--- src/rtl/demod_2ask_bpsk_pkg.sv ---
// Shared encodings, FSM states and width helpers for the coherent 2ASK/BPSK/2DPSK demodulator.
package demod_pkg;

    localparam logic [1:0] MODE_ASK  = 2'd0;
    localparam logic [1:0] MODE_BPSK = 2'd1;
    localparam logic [1:0] MODE_DPSK = 2'd2;

    typedef enum logic {
        ST_IDLE  = 1'b0,
        ST_INTEG = 1'b1
    } state_t;

    function automatic int clog2(input int value);
        int r;
        r = 0;
        for (int x = value - 1; x > 0; x = x >> 1) r++;
        return r;
    endfunction

    function automatic int prod_width(input int ad_w, input int car_w);
        return ad_w + car_w;
    endfunction

endpackage

--- src/rtl/demod_2ask_bpsk_if.sv ---
// Sample/control inputs and decision outputs of the demodulator, bundled for the capture side and bit sinks.
interface demod_2ask_bpsk_if #(
    parameter int AD_W  = 12,
    parameter int CAR_W = 14,
    parameter int ACC_W = 36
) ();
    logic                    en;
    logic [1:0]              mode;
    logic [ACC_W-1:0]        ask_thresh;
    logic                    sym_sync;
    logic                    ad_valid;
    logic [AD_W-1:0]         ad_in;
    logic signed [CAR_W-1:0] car_cos;
    logic                    bit_out;
    logic                    bit_valid;
    logic signed [ACC_W-1:0] corr_out;
    logic                    busy;

    modport master (
        output en, mode, ask_thresh, sym_sync, ad_valid, ad_in, car_cos,
        input  bit_out, bit_valid, corr_out, busy
    );

    modport slave (
        input  en, mode, ask_thresh, sym_sync, ad_valid, ad_in, car_cos,
        output bit_out, bit_valid, corr_out, busy
    );
endinterface

--- src/rtl/demod_2ask_bpsk_mac.sv ---
// Multiply stage and integrate-and-dump accumulator driven by first/last sample tags.
module mac_int_dump import demod_pkg::*; #(
    parameter int AD_W  = 12,
    parameter int CAR_W = 14,
    parameter int ACC_W = 36
) (
    input  logic                    clk,
    input  logic                    rst,
    input  logic                    vld_p0,
    input  logic                    first_p0,
    input  logic                    last_p0,
    input  logic                    drop,
    input  logic signed [AD_W-1:0]  smp_p0,
    input  logic signed [CAR_W-1:0] car_p0,
    output logic signed [ACC_W-1:0] acc_p2,
    output logic                    dump_p2
);
    localparam int PROD_W = prod_width(AD_W, CAR_W);

    logic signed [PROD_W-1:0] prod_p1;
    logic                     vld_p1;
    logic                     first_p1;
    logic                     last_p1;
    logic                     take_p1;

    // A completed symbol (last tag already in flight) survives a drop; partial ones do not.
    assign take_p1 = vld_p1 & ~(drop & ~last_p1);

    // P1: product and tags
    always_ff @(posedge clk) begin
        if (rst) begin
            prod_p1  <= '0;
            vld_p1   <= 1'b0;
            first_p1 <= 1'b0;
            last_p1  <= 1'b0;
        end else begin
            prod_p1  <= PROD_W'(smp_p0) * PROD_W'(car_p0);
            vld_p1   <= vld_p0;
            first_p1 <= vld_p0 & first_p0;
            last_p1  <= vld_p0 & last_p0;
        end
    end

    // P2: integrate, dump strobe follows the last-tagged sample
    always_ff @(posedge clk) begin
        if (rst) begin
            acc_p2  <= '0;
            dump_p2 <= 1'b0;
        end else begin
            dump_p2 <= take_p1 & last_p1;
            if (take_p1)
                acc_p2 <= first_p1 ? ACC_W'(prod_p1) : acc_p2 + ACC_W'(prod_p1);
        end
    end
endmodule

--- src/rtl/demod_2ask_bpsk.sv ---
// Coherent integrate-and-dump demodulator: symbol framing FSM, MAC, and 2ASK/BPSK/2DPSK slicer.
module demod_2ask_bpsk import demod_pkg::*; #(
    parameter int AD_W    = 12,
    parameter int CAR_W   = 14,
    parameter int SYM_LEN = 500,
    parameter int ACC_W   = 36
) (
    input  logic             clk,
    input  logic             rst,
    demod_2ask_bpsk_if.slave bus
);
    localparam int CNT_W = clog2(SYM_LEN);
    localparam logic [CNT_W-1:0] CNT_LAST = CNT_W'(SYM_LEN - 1);

    if (ACC_W < AD_W + CAR_W + clog2(SYM_LEN)) begin : g_acc_w_chk
        $error("ACC_W too narrow for AD_W+CAR_W+clog2(SYM_LEN)");
    end

    function automatic logic signed [AD_W-1:0] to_signed(input logic [AD_W-1:0] raw);
        return signed'({~raw[AD_W-1], raw[AD_W-2:0]});
    endfunction

    // Extra bit keeps the magnitude of the most-negative value exact.
    function automatic logic [ACC_W:0] mag(input logic signed [ACC_W-1:0] v);
        logic signed [ACC_W:0] w;
        w = {v[ACC_W-1], v};
        return v[ACC_W-1] ? unsigned'(-w) : unsigned'(w);
    endfunction

    function automatic logic slice(input logic [1:0] m, input logic signed [ACC_W-1:0] c,
                                   input logic [ACC_W-1:0] thr, input logic r);
        case (m)
            MODE_ASK:  return mag(c) > {1'b0, thr};
            MODE_DPSK: return c[ACC_W-1] ^ r;
            MODE_BPSK: return c[ACC_W-1];
            default:   return c[ACC_W-1];
        endcase
    endfunction

    state_t            state_q, state_d;
    logic [CNT_W-1:0]  cnt_q, cnt_d;
    logic              armed_q, armed_d;
    logic [1:0]        sym_mode_q, mode_d, dump_mode_q;
    logic              ref_q;
    logic              start, accept, first, last, drop, ref_clr;
    logic signed [ACC_W-1:0] acc_p2;
    logic              dump_p2;
    logic              bit_out_p3, bit_valid_p3;
    logic signed [ACC_W-1:0] corr_p3;

    assign start = bus.ad_valid & (bus.sym_sync | armed_q);

    always_comb begin
        state_d = state_q;
        cnt_d   = cnt_q;
        armed_d = armed_q;
        mode_d  = sym_mode_q;
        accept  = 1'b0;
        first   = 1'b0;
        last    = 1'b0;
        drop    = 1'b0;
        ref_clr = 1'b0;
        case (state_q)
            ST_IDLE: begin
                if (!bus.en) begin
                    armed_d = 1'b0;
                end else if (start) begin
                    state_d = ST_INTEG;
                    accept  = 1'b1;
                    first   = 1'b1;
                    mode_d  = bus.mode;
                    cnt_d   = CNT_W'(1);
                    armed_d = 1'b0;
                end else if (bus.sym_sync) begin
                    armed_d = 1'b1;
                end
            end
            ST_INTEG: begin
                if (!bus.en) begin
                    state_d = ST_IDLE;
                    drop    = 1'b1;
                    cnt_d   = '0;
                    armed_d = 1'b0;
                end else if (bus.ad_valid) begin
                    accept  = 1'b1;
                    armed_d = 1'b0;
                    // Sync outranks the last-sample slot: a realign never dumps.
                    if (start || cnt_q == '0) begin
                        first  = 1'b1;
                        mode_d = bus.mode;
                        cnt_d  = CNT_W'(1);
                        if (start && cnt_q != '0) begin
                            drop    = 1'b1;
                            ref_clr = 1'b1;
                        end
                    end else if (cnt_q == CNT_LAST) begin
                        last  = 1'b1;
                        cnt_d = '0;
                    end else begin
                        cnt_d = cnt_q + 1'b1;
                    end
                end else if (bus.sym_sync) begin
                    armed_d = 1'b1;
                end
            end
            default: state_d = ST_IDLE;
        endcase
    end

    always_ff @(posedge clk) begin
        if (rst) begin
            state_q     <= ST_IDLE;
            cnt_q       <= '0;
            armed_q     <= 1'b0;
            sym_mode_q  <= MODE_ASK;
            dump_mode_q <= MODE_ASK;
        end else begin
            state_q    <= state_d;
            cnt_q      <= cnt_d;
            armed_q    <= armed_d;
            sym_mode_q <= mode_d;
            if (accept && last)
                dump_mode_q <= sym_mode_q;
        end
    end

    mac_int_dump #(.AD_W(AD_W), .CAR_W(CAR_W), .ACC_W(ACC_W)) u_mac (
        .clk      (clk),
        .rst      (rst),
        .vld_p0   (accept),
        .first_p0 (first),
        .last_p0  (last),
        .drop     (drop),
        .smp_p0   (to_signed(bus.ad_in)),
        .car_p0   (bus.car_cos),
        .acc_p2   (acc_p2),
        .dump_p2  (dump_p2)
    );

    // P3: decision registers and DPSK reference
    always_ff @(posedge clk) begin
        if (rst) begin
            bit_out_p3   <= 1'b0;
            bit_valid_p3 <= 1'b0;
            corr_p3      <= '0;
            ref_q        <= 1'b0;
        end else begin
            bit_valid_p3 <= dump_p2;
            if (dump_p2) begin
                bit_out_p3 <= slice(dump_mode_q, acc_p2, bus.ask_thresh, ref_q);
                corr_p3    <= acc_p2;
                if (dump_mode_q == MODE_DPSK)
                    ref_q <= acc_p2[ACC_W-1];
            end
            if (ref_clr)
                ref_q <= 1'b0;
        end
    end

    assign bus.bit_out   = bit_out_p3;
    assign bus.bit_valid = bit_valid_p3;
    assign bus.corr_out  = corr_p3;
    assign bus.busy      = (state_q == ST_INTEG);
endmodule
--- src/flat_wrapper.sv ---
// flat-port wrapper written by rule: the top's interface ports become plain ports
module demod_2ask_bpsk_flat import demod_pkg::*;
#(
    parameter int AD_W    = 12,
    parameter int CAR_W   = 14,
    parameter int SYM_LEN = 500,
    parameter int ACC_W   = 36
)
  (clk, rst, bus_en, bus_mode, bus_ask_thresh, bus_sym_sync, bus_ad_valid, bus_ad_in, bus_car_cos, bus_bit_out, bus_bit_valid, bus_corr_out, bus_busy);
  demod_2ask_bpsk_if #(.AD_W(AD_W), .CAR_W(CAR_W), .ACC_W(ACC_W)) bus_i ();
  input  logic clk;
  input  logic rst;
  input wire logic [$bits(bus_i.en)-1:0] bus_en;
  input wire logic [$bits(bus_i.mode)-1:0] bus_mode;
  input wire logic [$bits(bus_i.ask_thresh)-1:0] bus_ask_thresh;
  input wire logic [$bits(bus_i.sym_sync)-1:0] bus_sym_sync;
  input wire logic [$bits(bus_i.ad_valid)-1:0] bus_ad_valid;
  input wire logic [$bits(bus_i.ad_in)-1:0] bus_ad_in;
  input wire logic [$bits(bus_i.car_cos)-1:0] bus_car_cos;
  output wire logic [$bits(bus_i.bit_out)-1:0] bus_bit_out;
  output wire logic [$bits(bus_i.bit_valid)-1:0] bus_bit_valid;
  output wire logic [$bits(bus_i.corr_out)-1:0] bus_corr_out;
  output wire logic [$bits(bus_i.busy)-1:0] bus_busy;
  assign bus_i.en = bus_en;
  assign bus_i.mode = bus_mode;
  assign bus_i.ask_thresh = bus_ask_thresh;
  assign bus_i.sym_sync = bus_sym_sync;
  assign bus_i.ad_valid = bus_ad_valid;
  assign bus_i.ad_in = bus_ad_in;
  assign bus_i.car_cos = bus_car_cos;
  assign bus_bit_out = bus_i.bit_out;
  assign bus_bit_valid = bus_i.bit_valid;
  assign bus_corr_out = bus_i.corr_out;
  assign bus_busy = bus_i.busy;
  demod_2ask_bpsk #(.AD_W(AD_W), .CAR_W(CAR_W), .SYM_LEN(SYM_LEN), .ACC_W(ACC_W)) u_core (.clk(clk), .rst(rst), .bus(bus_i));
endmodule
--- config.mk ---
export PLATFORM = sky130hd
export DESIGN_NAME = demod_2ask_bpsk_flat
export DESIGN_NICKNAME = d
export VERILOG_FILES = /design/src/rtl/demod_2ask_bpsk_pkg.sv /design/src/rtl/demod_2ask_bpsk_if.sv /design/src/rtl/demod_2ask_bpsk_mac.sv /design/src/rtl/demod_2ask_bpsk.sv /design/src/flat_wrapper.sv
export SDC_FILE = /design/constraint.sdc
export NUM_CORES = 1
export LEC_CHECK = 0
export CAP_MARGIN = 0
export CORE_MARGIN = 1
export CORE_UTILIZATION = 65
export CTS_CLUSTER_SIZE = 25
export DETAILED_ROUTE_END_ITERATION = 12
export DONT_BUFFER_PORTS = 1
export PLACE_DENSITY = 0.9
export SYNTH_ARGS = -nofsm -noshare
export SYNTH_HDL_FRONTEND = slang
export SYNTH_SLANG_ARGS = --single-unit
--- constraint.sdc ---
create_clock -name clk -period 7.23 [get_ports clk]
set_input_delay 0.723 -clock clk [delete_from_list [all_inputs] [get_ports clk]]
set_output_delay 0.723 -clock clk [all_outputs]
set_load 0.05 [all_outputs]
==> impl_metrics.xml <==
<?xml version="1.0" encoding="UTF-8"?>
<metrics>
  <group name="setup_path">
    <metric name="arrival" unit="ns">5.75</metric>
    <metric name="critical_path.max_fanout" unit="">12</metric>
    <metric name="setup.worst_path.start" unit="">bus_car_cos[3]</metric>
    <metric name="r2r_start" unit="">u_core.u_mac.acc_p2[9]</metric>
    <metric name="worst_ep_required_time" unit="ns">7.54</metric>
    <metric name="endpoint_kind" unit="">flop</metric>
    <metric name="timing.setup.critical_path_class" unit="">input pin to flop</metric>
    <metric name="crit_path_start_kind" unit="">input pin</metric>
  </group>
  <group name="place">
    <metric name="place_congestion" unit="">0.944</metric>
    <metric name="detailedPlace.worstSlack" unit="ns">1.39</metric>
    <metric name="dpl.hpwl" unit="um">25700</metric>
    <metric name="numPortBuffers" unit="">0</metric>
  </group>
  <group name="drt">
    <metric name="first_iter_violations" unit="">794</metric>
    <metric name="detailroute.via_count" unit="">11500</metric>
    <metric name="detail_route.drc_violations" unit="">0</metric>
    <metric name="route.final.wire_length" unit="um">33300</metric>
    <metric name="drt-vias-per-instance" unit="">5.99</metric>
    <metric name="wl_per_cell" unit="um">17.4</metric>
    <metric name="ant_nets" unit="">0</metric>
    <metric name="firstDrtPassIters" unit="">7</metric>
  </group>
  <group name="global_routing">
    <metric name="antenna_violations_before_repair" unit="">0</metric>
    <metric name="grt_max_degree" unit="">101</metric>
    <metric name="grt_pass1_vias" unit="">11700</metric>
    <metric name="first_pass_grt_wire_length" unit="um">54100</metric>
    <metric name="overflow" unit="">0</metric>
    <metric name="grt_use_total" unit="%">30.5</metric>
  </group>
  <group name="pwr">
    <metric name="static_leakage" unit="uW">0.00694</metric>
    <metric name="power_density_over_the_cells" unit="mW/mm2">364</metric>
    <metric name="worst_ir_drop_vdd" unit="uV">221</metric>
  </group>
  <group name="cells_and_area">
    <metric name="multi_input_comb_area" unit="mm2">0.0105</metric>
    <metric name="num_antenna_cells" unit="">0</metric>
    <metric name="layout.filler_cells" unit="">1572</metric>
    <metric name="synthToLayoutAreaGrowth" unit="%">5.36</metric>
    <metric name="sequential_area" unit="mm2">0.00240</metric>
    <metric name="fin_nets" unit="">1988</metric>
    <metric name="post_route_cells_drive_above_1_share" unit="%">3.10</metric>
  </group>
  <group name="floorplanning">
    <metric name="design.core.area" unit="mm2">0.0212</metric>
    <metric name="number_of_standard_cell_rows_in_the_floorplan" unit="">53</metric>
    <metric name="top_level_ports" unit="">108</metric>
    <metric name="floorplan.initialDensity" unit="%">66.5</metric>
    <metric name="fp.dieH" unit="um">149</metric>
    <metric name="die_width" unit="um">149</metric>
    <metric name="dieArea" unit="mm2">0.0222</metric>
  </group>
  <group name="timing">
    <metric name="timing.slew.headroom" unit="%">47.9</metric>
    <metric name="finalSetupViolations" unit="">0</metric>
    <metric name="final_hold_violating_endpoints" unit="">0</metric>
    <metric name="ratio_of_final_minimum_period_to_clock_period" unit="%">75.2</metric>
    <metric name="final_period_minus_worst_setup_slack" unit="ns">5.44</metric>
    <metric name="totalNegativeSetupSlack" unit="ns">0</metric>
    <metric name="post-route-worst-setup-slack" unit="ns">1.79</metric>
    <metric name="tightestPinTransition" unit="ns">0.777</metric>
    <metric name="fin_worst_skew" unit="ns">0.0139</metric>
    <metric name="maximum_frequency_from_static_timing_analysis" unit="MHz">184</metric>
    <metric name="rsz0062_at_grt" unit="">false</metric>
    <metric name="slew_viol_final" unit="">0</metric>
    <metric name="hold-worst-slack" unit="ns">0.372</metric>
  </group>
  <group name="yosys">
    <metric name="synth_commonest_cells" unit="">sky130_fd_sc_hd__inv_1 (258), sky130_fd_sc_hd__nand2_1 (163), sky130_fd_sc_hd__fa_1 (160)</metric>
    <metric name="synthTopCellsByArea" unit="">sky130_fd_sc_hd__fa_1 (23%), sky130_fd_sc_hd__dfxtp_1 (17%), sky130_fd_sc_hd__ha_1 (11%)</metric>
    <metric name="postSynthRegisterBits" unit="">120</metric>
    <metric name="synth-edff-count" unit="">0</metric>
    <metric name="syn_area" unit="mm2">0.0141</metric>
    <metric name="proportion_of_register_bits_with_asynchronous_set_or_reset_after_synthesis" unit="%">0</metric>
    <metric name="synth.yosys.seq_area_share" unit="%">17.1</metric>
    <metric name="post-synth-top-area-fraction" unit="%">22.8</metric>
    <metric name="ys_warn_count" unit="">0</metric>
    <metric name="post-synth-top-count-cell" unit="">sky130_fd_sc_hd__inv_1</metric>
    <metric name="synth.distinct_cells" unit="">68</metric>
    <metric name="synth.net_count" unit="">2034</metric>
    <metric name="synthesis.area_per_instance" unit="um2">8.39</metric>
    <metric name="ys.flop_type" unit="">sky130_fd_sc_hd__dfxtp_1</metric>
    <metric name="synth_top_area_cell" unit="">sky130_fd_sc_hd__fa_1</metric>
    <metric name="netlist_instances" unit="">1677</metric>
  </group>
  <group name="clock_tree">
    <metric name="htree_levels" unit="">4</metric>
    <metric name="cts_hold_repair.buffers" unit="">0</metric>
    <metric name="cts_made_buffers" unit="">17</metric>
    <metric name="max-clock-path-buffers" unit="">2</metric>
    <metric name="cts_resized" unit="">0</metric>
    <metric name="cts.repair_timing.setup_buffer_count" unit="">0</metric>
    <metric name="clock_sinks" unit="">120</metric>
    <metric name="cts_tree" unit="">yes</metric>
    <metric name="cts.clk_slew.worst_paths" unit="ns">0.06</metric>
    <metric name="cts-root-buf" unit="">sky130_fd_sc_hd__clkbuf_16</metric>
    <metric name="clk_latency" unit="ns">0.42</metric>
  </group>
  <group name="run">
    <metric name="max_cap_violations" unit="">0</metric>
  </group>
  <group name="hold_path">
    <metric name="worst_hold_path_type" unit="">input pin to flop</metric>
    <metric name="hold_path.startpoint" unit="">rst</metric>
  </group>
  <group name="outcome">
    <metric name="status" unit="">finished, final reports clean</metric>
  </group>
</metrics>
cells in the final DEF, fill, tap and decap left out, drive strengths merged, types with 23 or more instances in the layout:
cell type	count
a21o	34
a21oi	66
and2	63
dfxtp	120
fa	160
ha	128
inv	259
mux2i	42
nand2	163
nand3	23
nor2	140
nor3	36
o21ai	64
xnor2	67
per-layer routing:
layer  track usage (%)  wire length, um
met5                 0                0
met4              10.6              614
met1              38.1            14200
met3              5.75             2440
met2              52.6            16100
report_power, final:
| part | switching, uW | leakage (uW) | internal, uW |
|---|---|---|---|
| Sequential | 77.2 | 0.000977 | 752 |
| Clock | 316 | 0.000303 | 589 |
| Combinational | 2060 | 0.00566 | 1610 |
logic make-up after synthesis:
kind of cell	after synthesis	synth area share, %
AO/OA/AOI/OAI	294	13.9
XOR/XNOR	89	5.54
adder cells (fa/ha/maj)	288	34.1
buffers and inverters	328	8.75
flip-flops	120	17.1
multiplexers	43	3.07
AND/OR/NAND/NOR	515	17.5
path summary, 6_finish.rpt:
check / to / slack, ns / cells past startpoint
max: u_core.u_mac.prod_p1[24] / 1.79 / 18
min: u_core.bus.corr_out[34] / 0.37 / 1
max reg2reg: u_core.bus.bit_out / 3.06 / 17
min reg2reg: u_core.u_mac.acc_p2[20] / 0.50 / 2
metrics by stage:
stage | total power, uW | instance area, um2 | utilization, % | instances
2_1_floorplan | 3790 | 14100 | - | 1677
3_3_place_gp | 4290 | 14200 | 67.1 | 1887
3_5_place_dp | 4500 | 14200 | 67.1 | 1887
4_1_cts | 5410 | 14800 | 70.1 | 1919
5_1_grt | 5960 | 14800 | 70.1 | 1919
6_report | 5400 | 14800 | 70.1 | 1919
flip-flops by register name, indices dropped and copies added, names as in the netlist, 2 cells and up:
register              count
u_core.bus.corr_out      36
u_core.cnt_q              9
u_core.dump_mode_q        2
u_core.sym_mode_q         2
u_core.u_mac.acc_p2      36
u_core.u_mac.prod_p1     26
layout make-up:
cell class / count / share of cell area (%)
Inverter: 259 / 6.56
Tap cell: 275 / 2.32
Clock inverter: 10 / 1.14
Sequential cell: 120 / 16.2
Multi-Input combinational cell: 1229 / 70.5
Timing Repair Buffer: 4 / 0.203
Clock buffer: 22 / 3.06
critical path, stage by stage:
cell and delay, ns:
sky130_fd_sc_hd__nand2_1 0.06, sky130_fd_sc_hd__fa_1 0.50, sky130_fd_sc_hd__fa_1 0.43, sky130_fd_sc_hd__fa_1 0.55, sky130_fd_sc_hd__inv_1 0.06, sky130_fd_sc_hd__fa_1 0.48
sky130_fd_sc_hd__inv_1 0.06, sky130_fd_sc_hd__fa_1 0.53, sky130_fd_sc_hd__inv_1 0.04, sky130_fd_sc_hd__ha_1 0.34, sky130_fd_sc_hd__nand2_1 0.08, sky130_fd_sc_hd__o311ai_0 0.67
sky130_fd_sc_hd__a211oi_1 0.24, sky130_fd_sc_hd__o31ai_1 0.42, sky130_fd_sc_hd__nand2_1 0.15, sky130_fd_sc_hd__a21oi_1 0.20, sky130_fd_sc_hd__xnor2_1 0.14, sky130_fd_sc_hd__nor2_1 0.06
No activity file was read; power rests on OpenSTA's default activity.
